## src/rtl/param_fifo.sv

```systemverilog
// ============================================================================
//  Module   : param_fifo
//  Brief    : Parameterised synchronous FIFO with first-word-fall-through read,
//             occupancy count, threshold flags and sticky overflow/underflow.
//  Revision : 1.0  initial release
// ============================================================================
`default_nettype none

module param_fifo #(
  parameter int DATA_WIDTH = 8,
  parameter int ADDR_WIDTH = 4,
  parameter int AF_THRESH  = 14,
  parameter int AE_THRESH  = 2
) (
  input  logic                  clk,
  input  logic                  Reset,
  input  logic                  flush,
  input  logic                  wr,
  input  logic                  rd,
  input  logic [DATA_WIDTH-1:0] w_data,
  output logic [DATA_WIDTH-1:0] r_data,
  output logic                  full,
  output logic                  empty,
  output logic                  almost_full,
  output logic                  almost_empty,
  output logic [ADDR_WIDTH:0]   count,
  output logic                  overflow,
  output logic                  underflow
);

  localparam int                DEPTH   = 1 << ADDR_WIDTH;
  localparam logic [ADDR_WIDTH:0]   C_DEPTH   = (ADDR_WIDTH+1)'(DEPTH);
  localparam logic [ADDR_WIDTH:0]   C_AF      = (ADDR_WIDTH+1)'(AF_THRESH);
  localparam logic [ADDR_WIDTH:0]   C_AE      = (ADDR_WIDTH+1)'(AE_THRESH);
  localparam logic [ADDR_WIDTH:0]   C_CNT_ONE = (ADDR_WIDTH+1)'(1);
  localparam logic [ADDR_WIDTH-1:0] C_PTR_ONE = ADDR_WIDTH'(1);

  // Threshold ordering must hold or the flags become meaningless.
  generate
    if (!((AE_THRESH >= 0) && (AE_THRESH < AF_THRESH) && (AF_THRESH <= DEPTH))) begin : g_param_check
      $error("param_fifo: require 0 <= AE_THRESH < AF_THRESH <= DEPTH");
    end
  endgenerate

  logic [DATA_WIDTH-1:0] mem_q [DEPTH];
  logic [ADDR_WIDTH-1:0] wr_ptr_q, wr_ptr_d;
  logic [ADDR_WIDTH-1:0] rd_ptr_q, rd_ptr_d;
  logic [ADDR_WIDTH:0]   count_q,  count_d;
  logic                  ovf_q,    ovf_d;
  logic                  udf_q,    udf_d;
  logic                  w_full, w_empty, w_wr_acc, w_rd_acc;

  assign w_full   = (count_q == C_DEPTH);
  assign w_empty  = (count_q == '0);
  assign w_wr_acc = wr && !w_full;
  assign w_rd_acc = rd && !w_empty;

  always_comb begin
    wr_ptr_d = wr_ptr_q;
    rd_ptr_d = rd_ptr_q;
    count_d  = count_q;
    ovf_d    = ovf_q;
    udf_d    = udf_q;
    if (flush) begin
      wr_ptr_d = '0;
      rd_ptr_d = '0;
      count_d  = '0;
      ovf_d    = 1'b0;
      udf_d    = 1'b0;
    end else begin
      if (w_wr_acc) wr_ptr_d = wr_ptr_q + C_PTR_ONE;
      if (w_rd_acc) rd_ptr_d = rd_ptr_q + C_PTR_ONE;
      if (w_wr_acc && !w_rd_acc)      count_d = count_q + C_CNT_ONE;
      else if (!w_wr_acc && w_rd_acc) count_d = count_q - C_CNT_ONE;
      if (wr && w_full)  ovf_d = 1'b1;
      if (rd && w_empty) udf_d = 1'b1;
    end
  end

  always_ff @(posedge clk) begin
    if (Reset) begin
      wr_ptr_q <= '0;
      rd_ptr_q <= '0;
      count_q  <= '0;
      ovf_q    <= 1'b0;
      udf_q    <= 1'b0;
    end else begin
      wr_ptr_q <= wr_ptr_d;
      rd_ptr_q <= rd_ptr_d;
      count_q  <= count_d;
      ovf_q    <= ovf_d;
      udf_q    <= udf_d;
    end
  end

  // Storage is deliberately never cleared; only the pointers are reset.
  always_ff @(posedge clk) begin
    if (!Reset && !flush && w_wr_acc) mem_q[wr_ptr_q] <= w_data;
  end

  assign r_data       = mem_q[rd_ptr_q];
  assign full         = w_full;
  assign empty        = w_empty;
  assign almost_full  = (count_q >= C_AF);
  assign almost_empty = (count_q <= C_AE);
  assign count        = count_q;
  assign overflow     = ovf_q;
  assign underflow    = udf_q;

endmodule

`default_nettype wire

```

## config.mk

```make
export PLATFORM = sky130hd
export DESIGN_NAME = param_fifo
export DESIGN_NICKNAME = d
export VERILOG_FILES = /design/src/rtl/param_fifo.sv
export SDC_FILE = /design/constraint.sdc
export NUM_CORES = 1
export LEC_CHECK = 0
export CAP_MARGIN = 20
export CORE_UTILIZATION = 30
export CTS_BUF_LIST = sky130_fd_sc_hd__clkbuf_2
export CTS_CLUSTER_DIAMETER = 60
export DETAILED_ROUTE_END_ITERATION = 12
export GPL_ROUTABILITY_DRIVEN = 0
export GPL_TIMING_DRIVEN = 0
export PLACE_DENSITY = 0.55
export SETUP_SLACK_MARGIN = 0.15
export SLEW_MARGIN = 20
export SYNTH_ARGS = -nofsm -noshare
export SYNTH_HDL_FRONTEND = slang
export SYNTH_SLANG_ARGS = --single-unit
```

## constraint.sdc

```tcl
create_clock -name clk -period 3.12 [get_ports clk]
set_input_delay 0.624 -clock clk [delete_from_list [all_inputs] [get_ports clk]]
set_output_delay 0.624 -clock clk [all_outputs]
set_load 0.05 [all_outputs]
```

==> impl_metrics.csv <==
group,metric,value,unit
timing,fmax,0.332,GHz
job,max_cap_viol_count,0,
die,die_w,141,µm
die,core_area,0.0188,mm²
final_layout,layout.cells.most_common_list,"128 x edfxtp_1, 36 x nor2_1, 32 x mux4_2, 22 x clkbuf_2, 19 x clkdlybuf4s50_1",
clock_tree,clk_latency,690,ps
global_route,gr-total-overflow,0,
timing,setup_viol,0,
outcome,status,"completed",
synthesis,ys.flop_type,"edfxtp_1",
synthesis,yosysUniqueCellTypes,38,
global_route,antenna_found_initial,1,
final_layout,fin_util,36.9,%
timing,maxSlewViolCount,0,
synthesis,avgSynthCellArea,18.2,µm²
hold_path,hold_path.class,"flop to flop",
die,row_count,50,
setup_path,critical_path_class,"flop to primary output",
drt,wirelength,11.6,mm
global_route,grt_pass1_vias,3138,
timing,post-route-period-util,96.5,%
timing,fin_ws,108,ps
final_layout,final_common_cell,"edfxtp_1",
synthesis,synthCells,319,
global_route,grt_max_degree,17,
die,ios,32,
synthesis,yosys_warnings,0,
synthesis,yosysSeqAreaShare,72.8,%
synthesis,async_flop_share,0,%
final_layout,num-fill-cells,1772,
setup_path,crit_arrival,2390,ps
setup_path,cp.required,2500,ps
place,port_buffers,31,
clock_tree,cts-root-buf,"clkbuf_2",
drt,first_iter_violations,271,
synthesis,ys_ff_latch,147,
clock_tree,cts_hold_buf,0,
pwr,peakVddDrop,480,µV
final_layout,seq_area,0.00423,mm²
synthesis,synth_area_leader_cell,"edfxtp_1",
clock_tree,clkTransAtPathRegs,170,ps
clock_tree,cts_buffers,17,
drt,wl_per_cell,17.9,µm
synthesis,synth.area.top_cells,"edfxtp_1 66%, mux4_2 12%, dfxtp_1 6.6%",
final_layout,multi_input_area,0.00157,mm²
final_layout,fin_cells,649,
setup_path,cp-start-kind,"flop",
clock_tree,clk_path_buf_depth,2,
drt,vias,2992,
drt,drt-pass1-iter-count,4,
clock_tree,cts_tree,"done",
synthesis,synth-edff-count,128,
drt,viasPerCell,4.61,
synthesis,syn_area,0.00580,mm²
clock_tree,h-tree-depth,4,
place,hpwlAfterDp,7.44,mm
final_layout,syn_to_final_growth,19.9,%
drt,drtAntennaViolNets,0,
timing,hold_violations,0,
setup_path,worstSetupEndpointType,"primary output",
place,dp_slack,-80.0,ps
place,dp.cells,610,
timing,rsz0062_at_grt,"true",
synthesis,syn-num-nets,342,
global_route,grtUsageTotal,12.8,%
die,dieArea,0.0199,mm²
clock_tree,clkSinkCount,147,
die,die_h,141,µm
timing,setup_tns,0,ps
final_layout,drive_above_1_share,28.4,%
drt,highest_layer,"met4",
synthesis,yosysTopAreaCellShare,66.2,%
timing,max_slew_margin,35.4,%
drt,route.met3.wl,594,µm
global_route,grt_pass1_wl,18.1,mm
drt,drt-met1-wl,5.29,mm
die,initial_utilization,30.8,%
timing,holdWs,498,ps
drt,drc,0,
pwr,powerDensity,593,mW/mm²
timing,final.setup_skew,40.1,ps
setup_path,worstRegToRegCells,10,
timing,post-route-min-period,3010,ps
pwr,p_leak,2.24,nW
final_layout,nNetsFinal,399,
hold_path,hold_depth,2,
drt,wl_met2,5.61,mm
timing,worst_pin_slew,965,ps
setup_path,crit_fanout,6,
timing repair:
action	4_1_cts	5_1_grt
gates resized for setup	100	10
buffers inserted	5	0
endpoints found under the setup margin	11	12
cloned	2	0
pin swaps	13	4
power breakdown:
part	switching [mW]	internal (mW)
clock network	0.643	0.445
registers	0.0360	2.16
logic	0.483	0.355
total	1.16	2.96
final cells by class:
class / count / area share, %
clock buffer: 20 / 1.44
sequential: 147 / 60.8
clock inverter: 11 / 1.96
antenna: 1 / 0.0360
buffer: 14 / 1.96
timing repair buffer: 38 / 6.41
tap: 260 / 4.68
inverter: 4 / 0.216
multi-input combinational: 154 / 22.5
per-layer routing:
metal / GRT usage, % / vias up
met1: 16.5 / 1518
met4: 3.95 / 0
li1: - / 1389
met5: 0 / -
met2: 20.6 / 77
met3: 3.84 / 8
worst paths after layout:
path | start | to | slack [ps]
worst max-delay path | flop | r_data[6] | 110
worst min-delay path | underflow | underflow | 500
worst max register to register | count[1] | count[3] | 350
worst min register to register | underflow | underflow | 500
stage by stage:
step / area, µm² / total power, mW
final: 6950 / 4.13
after CTS: 6950 / 4.17
after global placement: 6440 / 2.99
after global routing: 6950 / 4.30
after detailed placement: 6440 / 3.00
after floorplan: 5800 / 2.77
registers in the layout (all words and copies together), names as in the netlist, named ones only:
name,cells
mem_q,128
count,5
rd_ptr_q,4
wr_ptr_q,4
overflow,1
underflow,1
kinds of logic after synthesis:
logic type | count (synthesis) | synth area share (%)
buffers and inverters | 18 | 1.38
muxes | 35 | 12.9
DFF | 147 | 72.8
and+or+nand+nor | 69 | 5.31
xor gates and xnor gates | 6 | 0.906
AOI/OAI and AO/OA | 34 | 4.38
adders and majority gates | 10 | 2.29
critical path, stage by stage (launching register included):
cell and delay [ps]:
dfxtp_2 380, buf_12 140, buf_12 110, buf_12 110, mux4_2 500, a22oi_2 200, nand2_2 120, buf_8 170
synthesized netlist by cell type, types with 2 or more instances:
library cell,number
a21oi_1,6
a22oi_1,16
buf_1,2
buf_2,4
clkbuf_1,7
dfxtp_1,19
edfxtp_1,128
ha_1,9
inv_1,4
mux2i_1,3
mux4_2,32
nand2_1,15
nand3_1,5
nor2_1,36
nor2b_1,2
o211ai_1,2
or2_2,3
or3_1,2
xnor2_1,2
xor2_1,4
(Power assumes the default switching activity.)
